**src/rtl/shift_sequencer_if.sv**
```systemverilog
// Shift sequencer bus: request fields from the pipeline and status/result back.
//   master: pipeline side (drives start/op/amounts/data/flush)
//   slave : sequencer side (drives busy/done/result)
// Handshake: a request is taken at a rising edge where start=1, flush=0 and the
// sequencer is not busy; done is a one-cycle pulse qualifying result, and busy
// stays high while a request is being worked on (start is ignored then).
interface shift_sequencer_if;
  logic        start;
  logic [1:0]  op;
  logic [4:0]  shamt_imm;
  logic [4:0]  shamt_reg;
  logic        use_reg;
  logic [31:0] data_in;
  logic        flush;
  logic        busy;
  logic        done;
  logic [31:0] result;

  modport master (
    output start, op, shamt_imm, shamt_reg, use_reg, data_in, flush,
    input  busy, done, result
  );

  modport slave (
    input  start, op, shamt_imm, shamt_reg, use_reg, data_in, flush,
    output busy, done, result
  );
endinterface

```
**src/rtl/shift_sequencer.sv**
```systemverilog
// Multi-cycle 32-bit shifter: one bit per clock for SLL, SRL, SRA and ROTR.
// Ports:
//   clk       - single clock, rising edge
//   rst_n     - asynchronous active-low reset
//   bus       - shift_sequencer_if.slave (request fields, busy/done/result)
//   dbg_state - current FSM state (0 IDLE, 1 SHIFT, 2 DONE)
module shift_sequencer (
  input  logic                  clk,
  input  logic                  rst_n,
  shift_sequencer_if.slave      bus,
  output logic [1:0]            dbg_state
);

  typedef enum logic [1:0] {
    IDLE  = 2'd0,
    SHIFT = 2'd1,
    DONE  = 2'd2
  } state_t;

  state_t      state;
  logic [31:0] work;
  logic [1:0]  op_q;
  logic [4:0]  cnt;
  logic [31:0] result_q;
  logic        busy_q;
  logic        done_q;

  logic [4:0]  amt_sel;
  logic [31:0] work_next;

  assign amt_sel = bus.use_reg ? bus.shamt_reg : bus.shamt_imm;

  // One-bit step of the latched operation.
  always_comb begin
    work_next = work;
    case (op_q)
      2'b00:   work_next = {work[30:0], 1'b0};
      2'b01:   work_next = {1'b0, work[31:1]};
      2'b10:   work_next = {work[31], work[31:1]};
      default: work_next = {work[0], work[31:1]};
    endcase
  end

  always_ff @(posedge clk or negedge rst_n) begin
    if (!rst_n) begin
      state    <= IDLE;
      work     <= 32'h0;
      op_q     <= 2'b00;
      cnt      <= 5'd0;
      result_q <= 32'h0;
      busy_q   <= 1'b0;
      done_q   <= 1'b0;
    end else if (bus.flush) begin
      // Abort wins over everything, including a start on the same edge.
      state  <= IDLE;
      busy_q <= 1'b0;
      done_q <= 1'b0;
    end else begin
      case (state)
        IDLE, DONE: begin
          done_q <= 1'b0;
          if (bus.start) begin
            work   <= bus.data_in;
            op_q   <= bus.op;
            cnt    <= amt_sel;
            state  <= SHIFT;
            busy_q <= 1'b1;
          end else begin
            state  <= IDLE;
            busy_q <= 1'b0;
          end
        end
        SHIFT: begin
          if (cnt != 5'd0) begin
            work <= work_next;
            cnt  <= cnt - 5'd1;
          end else begin
            result_q <= work;
            state    <= DONE;
            busy_q   <= 1'b0;
            done_q   <= 1'b1;
          end
        end
        default: begin
          state  <= IDLE;
          busy_q <= 1'b0;
          done_q <= 1'b0;
        end
      endcase
    end
  end

  assign bus.busy   = busy_q;
  assign bus.done   = done_q;
  assign bus.result = result_q;
  assign dbg_state  = state;

endmodule

```
**src/flat_wrapper.sv**
```systemverilog
// flat-port wrapper written by rule: the top's interface ports become plain ports
module shift_sequencer_flat 
  (clk, rst_n, dbg_state, bus_start, bus_op, bus_shamt_imm, bus_shamt_reg, bus_use_reg, bus_data_in, bus_flush, bus_busy, bus_done, bus_result);
  shift_sequencer_if bus_i ();
  input  logic clk;
  input  logic rst_n;
  output logic [1:0] dbg_state;
  input wire logic [$bits(bus_i.start)-1:0] bus_start;
  input wire logic [$bits(bus_i.op)-1:0] bus_op;
  input wire logic [$bits(bus_i.shamt_imm)-1:0] bus_shamt_imm;
  input wire logic [$bits(bus_i.shamt_reg)-1:0] bus_shamt_reg;
  input wire logic [$bits(bus_i.use_reg)-1:0] bus_use_reg;
  input wire logic [$bits(bus_i.data_in)-1:0] bus_data_in;
  input wire logic [$bits(bus_i.flush)-1:0] bus_flush;
  output wire logic [$bits(bus_i.busy)-1:0] bus_busy;
  output wire logic [$bits(bus_i.done)-1:0] bus_done;
  output wire logic [$bits(bus_i.result)-1:0] bus_result;
  assign bus_i.start = bus_start;
  assign bus_i.op = bus_op;
  assign bus_i.shamt_imm = bus_shamt_imm;
  assign bus_i.shamt_reg = bus_shamt_reg;
  assign bus_i.use_reg = bus_use_reg;
  assign bus_i.data_in = bus_data_in;
  assign bus_i.flush = bus_flush;
  assign bus_busy = bus_i.busy;
  assign bus_done = bus_i.done;
  assign bus_result = bus_i.result;
  shift_sequencer u_core (.clk(clk), .rst_n(rst_n), .bus(bus_i), .dbg_state(dbg_state));
endmodule
```
**config.mk**
```make
export PLATFORM = sky130hd
export DESIGN_NAME = shift_sequencer_flat
export DESIGN_NICKNAME = d
export VERILOG_FILES = /design/src/rtl/shift_sequencer_if.sv /design/src/rtl/shift_sequencer.sv /design/src/flat_wrapper.sv
export SDC_FILE = /design/constraint.sdc
export NUM_CORES = 1
export LEC_CHECK = 0
export CAP_MARGIN = 10
export CELL_PAD_IN_SITES_DETAIL_PLACEMENT = 1
export CELL_PAD_IN_SITES_GLOBAL_PLACEMENT = 2
export CORE_ASPECT_RATIO = 1.4
export CORE_MARGIN = 5
export CORE_UTILIZATION = 33
export DETAILED_ROUTE_END_ITERATION = 10
export PLACE_DENSITY_LB_ADDON = 0.1
export SLEW_MARGIN = 20
export SYNTH_ARGS = -nofsm -noshare
export SYNTH_HDL_FRONTEND = slang
export SYNTH_SLANG_ARGS = --single-unit
```
**constraint.sdc**
```tcl
create_clock -name clk -period 2.8 [get_ports clk]
set_input_delay 0.28 -clock clk [delete_from_list [all_inputs] [get_ports clk]]
set_output_delay 0.28 -clock clk [all_outputs]
set_load 0.03 [all_outputs]
```
-- Word-level counts from Yosys, hierarchy flattened
Index checks and enable logic that the tools add are counted.
- flip-flop bits (word level): 75
- $add $sub $neg: 1
- eq/ne operators: 8
- muxes and demuxes: 19
- bitwise logic cells: 2
- reductions and logical operators: 9
- operators by type and width (kind ; count):
    one-hot mux 32 bit (3 select lines) ; 1
    two-way mux 32 bit ; 2
    one-hot mux 32 bit (2 select lines) ; 1
    two-way mux 5 bit ; 3
    one-hot mux 5 bit (2 select lines) ; 1
    two-way mux 1 bit ; 7
    AND reduction 3 bit ; 2
    AND reduction 5 bit ; 1
    nonzero test 5 bit ; 1
    subtractor 5 x 1 -> 5 bit (second input constant) ; 1
    equality test 2 x 1 -> 1 bit (second input constant) ; 2
    equality test 2 bit (second input constant) ; 2
    logical NOT 2 bit ; 2
    two-way mux 2 bit ; 2
    inequality test 2 bit (second input constant) ; 2
    one-hot mux 2 bit (2 select lines) ; 1
    AND reduction 4 bit ; 1
    inequality test 3 bit (second input constant) ; 1
    inequality test 2 x 1 -> 1 bit (second input constant) ; 1
    NOT 1 bit ; 2
    one-hot mux 1 bit (2 select lines) ; 1
    nonzero test 2 bit ; 1
    OR reduction 2 bit ; 1

-- Longest topological paths before layout
Gate-level depths: netlist of run 1.
- depth after elaboration: 4
- depth in mapped cells: 7
- gate-level depth less buffers: 6

-- Worst setup path before layout of run 1
No wires, ideal clock.
- kind: reg2reg
- start point: register u_core.cnt[0]
- end point: register u_core.result_q[0] (netlist: u_core.bus.result[0])
- data arrival time: 1841 ps
- data required time: 2675 ps
- slack: 834 ps
- stages on the path, launching flop included: 8
- path buffers: 2
- period minus slack after synthesis: 1966 ps
- cell sequence: dfrtp_1 inv_1 ha_1 or4b_4 nand2b_4 buf_6 buf_6 mux2_4
- longest elaborated chain between the ends: 3
- RTL lines (item ; RTL line ; RTL):
    from (decl) ; shift_sequencer.sv:23 ; logic [4:0] cnt;
    from (signal assigned) ; shift_sequencer.sv:65 ; cnt <= amt_sel;
    from (signal assigned) ; shift_sequencer.sv:76 ; cnt <= cnt - 5'd1;
    nonzero test 5 bit ; shift_sequencer.sv:74 ; if (cnt != 5'd0) begin
    NOT 1 bit (no line) ; -- ;
    AND reduction 3 bit (no line) ; -- ;
    to (signal assigned) ; shift_sequencer.sv:78 ; result_q <= work;
    to (decl) ; shift_sequencer.sv:24 ; logic [31:0] result_q;
No other way between the ends.
A chain may end at the register's enable or synchronous reset.

-- Worst setup path after layout of run 1
- start point: register u_core.cnt[0]
- end point: register u_core.result_q[3] (netlist: u_core.bus.result[3])
Same word-level chain as after synthesis.

==> summary.md, run 1 <==
| Metric | Value |
|---|---|
| Seq/Total Area, Yosys | 49.9% |
| Initial antenna violation count | 0 |
| Overflow after GRT | 0 |
| GPL Wtd Cong | 0.706 |
| Yosys warning total | 0 |
| Die width | 99.6 um |
| Period minus WS final | 2.25 ns |
| Worst ir drop on vdd | 0.279 mV |
| CP delay by family, top | simple AND/OR/NAND/NOR gates |
| Worst EP required | 3.00 ns |
| WHS | 0.106 ns |
| Biggest area consumer among synthesized cells | dfrtp_1 |
| Die area | 13500 sq um |
| Final Setup Violations | 0 |
| Max-cap violation count | 0 |
| Yosys reg bits | 74 |
| Unrepaired setup endpoints after global routing | no |
| Crit. End Element | register |
| Syn Std Cell Area | 3710 sq um |
| TritonRoute pass-1 iters | 4 |
| Top FF cell, synth | dfrtp_1 |
| Clock root buffer | clkbuf_16 |
| Hold-fix buffers at CTS | 0 |
| Worst-margin pin slew | 0.964 ns |
| Highest net fanout along the worst path | 33 |
| Post-synth EDFFs | 0 |
| Setup CP Type | register to register |
| Worst skew pair latency | 0.32 ns |
| CTS H-Tree Depth | 3 |
| CTS resizes | 0 |
| Crit path buffers/inverters | 1 |
| Crit start category | register |
| First-pass GRT wire length | 14800 um |
| Total power | 0.00437 W |
| Final setup skew | 0.00689 ns |
| Worst-path clk slew | 0.06 ns |
| Via count | 2662 |
| Floorplan Core Area | 10900 sq um |
| Drt wl/cell | 16.8 um |
| Fin Setup TNS | 0 ns |
| Iter 0 DRT Violations | 44 |
| Clock Path Buffers | 2 |
| Vias in the first global route | 2856 |
| Largest net degree at the start of global routing | 75 |
| Setup Buffers After CTS | 0 |
| Synth top area cells | dfrtp_1 50%, mux2_4 12%, mux2i_1 8.9% |
| Fillers | 1175 |
| ANT nets after route | 0 |
| Cells after Synth | 308 |
| Post-Route WL | 8900 um |
| Final non-filler cell total | 528 |
| CTS tree | yes |
| CP cell instances | inv_1 > ha_1 > or4b_4 > nand2b_4 > mux2_4 |
| Slowest CP cell | or4b_4 |
| Global Route Usage Sum | 13.7% |
| Hold Vio Cnt, Final | 0 |
| Area of the multi-input gates | 1710 sq um |
| Core Rows | 45 |
| Max Slew Vio Count | 0 |
| Share of layout cells above drive strength 1 | 16.3% |
| Fmax | 445 MHz |
| Avg Synthesized Cell Area | 12.0 sq um |
| Clock Sinks | 74 |
| DR vias/cell | 5.04 |
| Synth cell count leaders | 74 x dfrtp_1, 39 x nor2_1, 33 x mux2i_1 |
| CP arrival | 2.45 ns |
| Synth async-reset ratio | 100% |
| FF/Latch Area | 1850 sq um |
| Die height | 135 um |
| Most frequent cell after synthesis | dfrtp_1 |
| Starting density of the core | 34.0% |
| Port Buffers | 84 |
| Final Net Count | 432 |
| Rel. slew slack | 35.7% |
| PwrDens | 879 nW/um^2 |
| Max incr delay on CP | 0.52 ns |
| Share of the synthesized area in the top cell type | 49.9% |
| P&R area growth vs syn | 34.0% |
| I/O pin count | 85 |
| Drc violations | 0 |
| Synth unique cells | 29 |
| Antenna cell count | 0 |
| Syn_nets | 358 |
| Period utilisation layout | 80.3% |
| Static Leak | 2.37 nW |
| Num CTS Buffers | 9 |
| Cell Count Post-Placement | 512 |
| Status | finished, final reports clean |
| Post-DP HPWL | 5860 um |
| Hold Crit Class | primary input to asynchronous set/reset pin |
==> per-layer routing <==
| layer | vias up | share of wire (%) | GRT usage [%] |
|---|---|---|---|
| li1 | 1258 | - | - |
| met1 | 1343 | 44 | 17.0 |
| met2 | 53 | 50 | 23.3 |
| met3 | 8 | 4.4 | 3.25 |
| met4 | 0 | 1.1 | 4.56 |
| met5 | - | 0 | 0 |
==> cells in the final DEF, fill, tap and decap left out, types with 2 or more instances in the layout <==
cell type | netlist | routed
clkdlybuf4s50_1 | 0 | 83
dfrtp_1 | 74 | 74
nor2_1 | 39 | 38
mux2i_1 | 33 | 33
a211oi_1 | 31 | 31
a21o_1 | 30 | 30
mux2_4 | 29 | 29
o21ai_0 | 11 | 11
clkbuf_16 | 0 | 9
inv_1 | 6 | 6
mux2_2 | 6 | 6
nand2_1 | 3 | 3
nor3_1 | 3 | 3
buf_4 | 2 | 3
nor3b_2 | 2 | 2
a21oi_1 | 2 | 2
a211o_1 | 2 | 2
bufinv_16 | 0 | 2
clkinv_2 | 0 | 2
buf_12 | 0 | 2
==> state kept, by name, summed over array words and instances (netlist names) <==
register and flops:
u_core.bus.result 32, u_core.dbg_state 2, u_core.work 32, u_core.bus.busy 1, u_core.cnt 5, u_core.op_q 2
==> layout make-up <==
cell class	instances	area share [%]
clock buffer	11	4.88
inverter	6	0.453
multi-input combinational	203	34.4
sequential	74	37.2
tap	141	3.55
clock inverter	5	1.56
timing repair buffer	88	18.0
==> logic make-up after synthesis <==
logic type	count (synthesis)	synth area share, %
adder cells (fa/ha/maj)	1	0.337
flip-flops	74	49.9
multiplexers	68	22.5
AND/OR/NAND/NOR	52	6.57
buffers and inverters	31	4.45
AO/OA/AOI/OAI	82	16.3
==> power breakdown <==
part	switching (W)	internal (W)	leakage (nW)
registers	0.000332	0.00140	0.948
logic	0.000681	0.000731	1.26
clock network	0.000427	0.000801	0.156
==> through the flow <==
step / setup WS, ns / cell area (sq um) / utilization (%)
3_5_place_dp: 0.530 / 4650 / 42.6
5_1_grt: 0.470 / 4970 / 45.5
6_report: 0.552 / 4970 / 45.5
2_1_floorplan: 0.834 / 3710 / -
3_3_place_gp: 0.608 / 4650 / 42.6
4_1_cts: 0.534 / 4970 / 45.5
==> worst register-to-register path: stages (launching register included) <==
cell and delay [ns]:
dfrtp_1 0.40, inv_1 0.07, ha_1 0.19, or4b_4 0.52
nand2b_4 0.48, mux2_4 0.46
==> path summary, 6_finish.rpt <==
path                                 startpoint                   end  slack [ns]  depth (start not counted)
max in group asynchronous                 rst_n        u_core.work[5]        2.07                          1
hold / removal                            rst_n         u_core.cnt[2]        0.11                          1
setup reg to reg                  u_core.cnt[0]  u_core.bus.result[3]        0.55                          5
hold reg to reg            u_core.bus.result[0]  u_core.bus.result[0]        0.51                          1
setup / recovery                  u_core.cnt[0]  u_core.bus.result[3]        0.55                          5
min in group clk           u_core.bus.result[0]  u_core.bus.result[0]        0.51                          1
Power figures use the tool's default switching activity.
==> run 2: changes to the inputs <==
CORE_UTILIZATION = 30   (was 33)
clock period = 1.9 ns   (was 2.8 ns; I/O delays follow)
==> summary.md, run 2 (synthesis results as in run 1) <==
| Metric | Value |
|---|---|
| Status | complete, but fails checks (was finished, final reports clean) |
| Violated checks | negative setup slack |
| CTS H-Tree Depth | 3 (unchanged) |
| Clock network fraction of design power | 24.3% (was 28.1%) |
| Vias in the first global route | 3238 (was 2856) |
| Highest net fanout along the worst path | 14 (was 33) |
| Via count | 2803 (was 2662) |
| Final non-filler cell area | 5470 sq um (was 4970 sq um) |
| Largest net degree at the start of global routing | 49 (was 75) |
| Crit. End Element | register (unchanged) |
| Rel. slew slack | 63.0% (was 35.7%) |
| Worst EP required | 2.12 ns (was 3.00 ns) |
| Max incr delay on CP | 0.49 ns (was 0.52 ns) |
| Fin Setup TNS | -3.72 ns (was 0 ns) |
| CP cell instances | inv_2 > ha_4 > or4b_4 > buf_6 > nand2b_4 > buf_12 > mux2_4 (was inv_1 > ha_1 > or4b_4 > nand2b_4 > mux2_4) |
| Iter 0 DRT Violations | 56 (was 44) |
| Floorplan Core Area | 12300 sq um (was 10900 sq um) |
| Worst skew pair latency | 0.33 ns (was 0.32 ns) |
| Num CTS Buffers | 9 (unchanged) |
| WHS | 0.393 ns (was 0.106 ns) |
| Drt wl/cell | 19.0 um (was 16.8 um) |
| PwrDens | 1240 nW/um^2 (was 879 nW/um^2) |
| Final setup skew | 0.00490 ns (was 0.00689 ns) |
| Worst-margin pin slew | 0.556 ns (was 0.964 ns) |
| R2R Path Start | u_core.cnt[1] (was u_core.cnt[0]) |
| I/O pin count | 85 (unchanged) |
| Final Net Count | 460 (was 432) |
| Flop-to-flop setup slack | -0.11 ns (was 0.55 ns) |
| Most common cell after layout, fill and taps aside | clkdlybuf4s50_1 (unchanged) |
| Slowest CP cell | or4b_4 (unchanged) |
| Die area | 14700 sq um (was 13500 sq um) |
| Core Rows | 48 (was 45) |
| CP arrival | 2.23 ns (was 2.45 ns) |
| Die height | 142 um (was 135 um) |
| Clock Sinks | 74 (unchanged) |
| Sequential Power Share | 37.9% (was 39.6%) |
| CTS tree | yes (unchanged) |
| DR vias/cell | 4.96 (was 5.04) |
| Period minus WS final | 2.01 ns (was 2.25 ns) |
| Clock Path Buffers | 2 (unchanged) |
| Fmax | 497 MHz (was 445 MHz) |
| Max Slew Vio Count | 0 (unchanged) |
| Post-Route WL | 10700 um (was 8900 um) |
| Share of layout cells above drive strength 1 | 25.1% (was 16.3%) |
| Total power | 0.00677 W (was 0.00437 W) |
| Die width | 104 um (was 99.6 um) |
| Global Route Usage Sum | 14.3% (was 13.7%) |
| Clock root buffer | clkbuf_16 (unchanged) |
| Setup CP Type | register to register (unchanged) |
| Starting density of the core | 30.3% (was 34.0%) |
| Fillers | 1337 (was 1175) |
| Sw Ratio | 34.5% (was 32.9%) |
| Max-cap violation count | 0 (unchanged) |
| Worst-path clk slew | 0.06 ns (about the same) |
| P&R area growth vs syn | 47.3% (was 34.0%) |
| Internal power | 0.00443 W (was 0.00293 W) |
| Static Leak | 2.59 nW (was 2.37 nW) |
| First-pass GRT wire length | 17000 um (was 14800 um) |
| Antenna cell count | 0 (unchanged) |
| Post-DP HPWL | 6600 um (was 5860 um) |
| Final Setup Violations | 63 (was 0) |
| Hold Crit Class | primary input to asynchronous set/reset pin (unchanged) |
| Worst setup margin | -0.114 ns (was 0.552 ns) |
| ANT nets after route | 0 (unchanged) |
| TritonRoute pass-1 iters | 4 (unchanged) |
| FF-to-FF path depth | 7 (was 5) |
| Hold Vio Cnt, Final | 0 (unchanged) |
| Pre-CTS setup slack | -0.159 ns (was 0.530 ns) |
| Placed inst area | 4800 sq um (was 4650 sq um) |
| Combinational share of power | 37.8% (was 32.3%) |
| Drc violations | 0 (unchanged) |
| R2r endpoint | u_core.bus.result[5] (was u_core.bus.result[3]) |
| Port Buffers | 84 (unchanged) |
| Most frequent cells in the layout | 83 x clkdlybuf4s50_1, 74 x dfrtp_1, 38 x nor2_1, 33 x mux2i_1, 30 x a21o_1 (was 83 x clkdlybuf4s50_1, 74 x dfrtp_1, 38 x nor2_1, 33 x mux2i_1, 31 x a211oi_1) |
| Period utilisation layout | 106% (was 80.3%) |
| Unrepaired setup endpoints after global routing | yes (was no) |
| Crit start category | register (unchanged) |
| Worst ir drop on vdd | 0.452 mV (was 0.279 mV) |
| GPL Wtd Cong | 0.723 (was 0.706) |
| Net Switching | 0.00234 W (was 0.00144 W) |
| Initial antenna violation count | 0 (unchanged) |
| Overflow after GRT | 0 (unchanged) |
[run 2: cell types whose count changed in the layout (fill, tap and decap cells not counted), sizes merged]
cell	change
buf	+23
bufinv	-2
clkbuf	+5
clkinvlp	+1
dlygate4sd3	+1
[run 2: final cells by class]
| class | count | area (sq um) | share of cell area (%) |
|---|---|---|---|
| clock buffers | 12 | 267 | 4.88 |
| clock inverters | 4 | 25.0 | 0.458 |
| inverters | 6 | 22.5 | 0.412 |
| multi-input cells | 203 | 1760 | 32.3 |
| flip-flops and latches | 74 | 1850 | 33.9 |
| well taps | 150 | 188 | 3.43 |
| repair buffers | 116 | 1350 | 24.7 |
[run 2: repair_timing]
action	4_1_cts	5_1_grt
endpoints found under the hold margin	39	0
pin swaps	5	10
hold buffers	1	0
endpoints found under the setup margin	56	68
gates cloned	4	6
resized for setup	16	17
buffers inserted	6	3
[run 2: worst max-delay path by stage]
stage	from	endpoint	slack (ns)
floorplan	u_core.cnt[0]	u_core.bus.result[0]	-0.06
global placement	u_core.cnt[1]	u_core.work[29]	-0.05
detailed placement	u_core.cnt[1]	u_core.work[3]	-0.16
CTS	u_core.cnt[1]	u_core.bus.result[13]	-0.11
global route	u_core.cnt[1]	u_core.cnt[0]	-0.16
finish	u_core.cnt[1]	u_core.bus.result[5]	-0.11
[run 2: critical path, delay by kind of cell (launching register included)]
kind	cells	cell delay, ns
adder cells (fa/ha/maj)	1	0.13
buffers and inverters	3	0.40
flip-flops	1	0.38
multiplexers	1	0.30
AND/OR/NAND/NOR	2	0.67
[run 2: through the flow]
stage,util [%],cells
floorplan,-,308
global placement,39.2,532
detailed placement,39.2,532
CTS,43.5,559
global route,44.6,565
finish,44.6,565
[run 2: power groups by stage]
| stage | clock, W | combinational, W | sequential [W] |
|---|---|---|---|
| floorplan | 0 | 0.00117 | 0.00272 |
| global placement | 0 | 0.00220 | 0.00259 |
| detailed placement | 0 | 0.00224 | 0.00259 |
| CTS | 0.00172 | 0.00247 | 0.00257 |
| global route | 0.00177 | 0.00275 | 0.00264 |
| finish | 0.00165 | 0.00255 | 0.00256 |
[run 2: metal layers]
metal	track usage [%]	vias to the layer above	part of all wire (%)
li1	-	1313	-
met1	16.7	1424	42
met2	25.5	55	53
met3	3.50	11	3.7
met4	5.12	0	1.2
met5	0	-	0
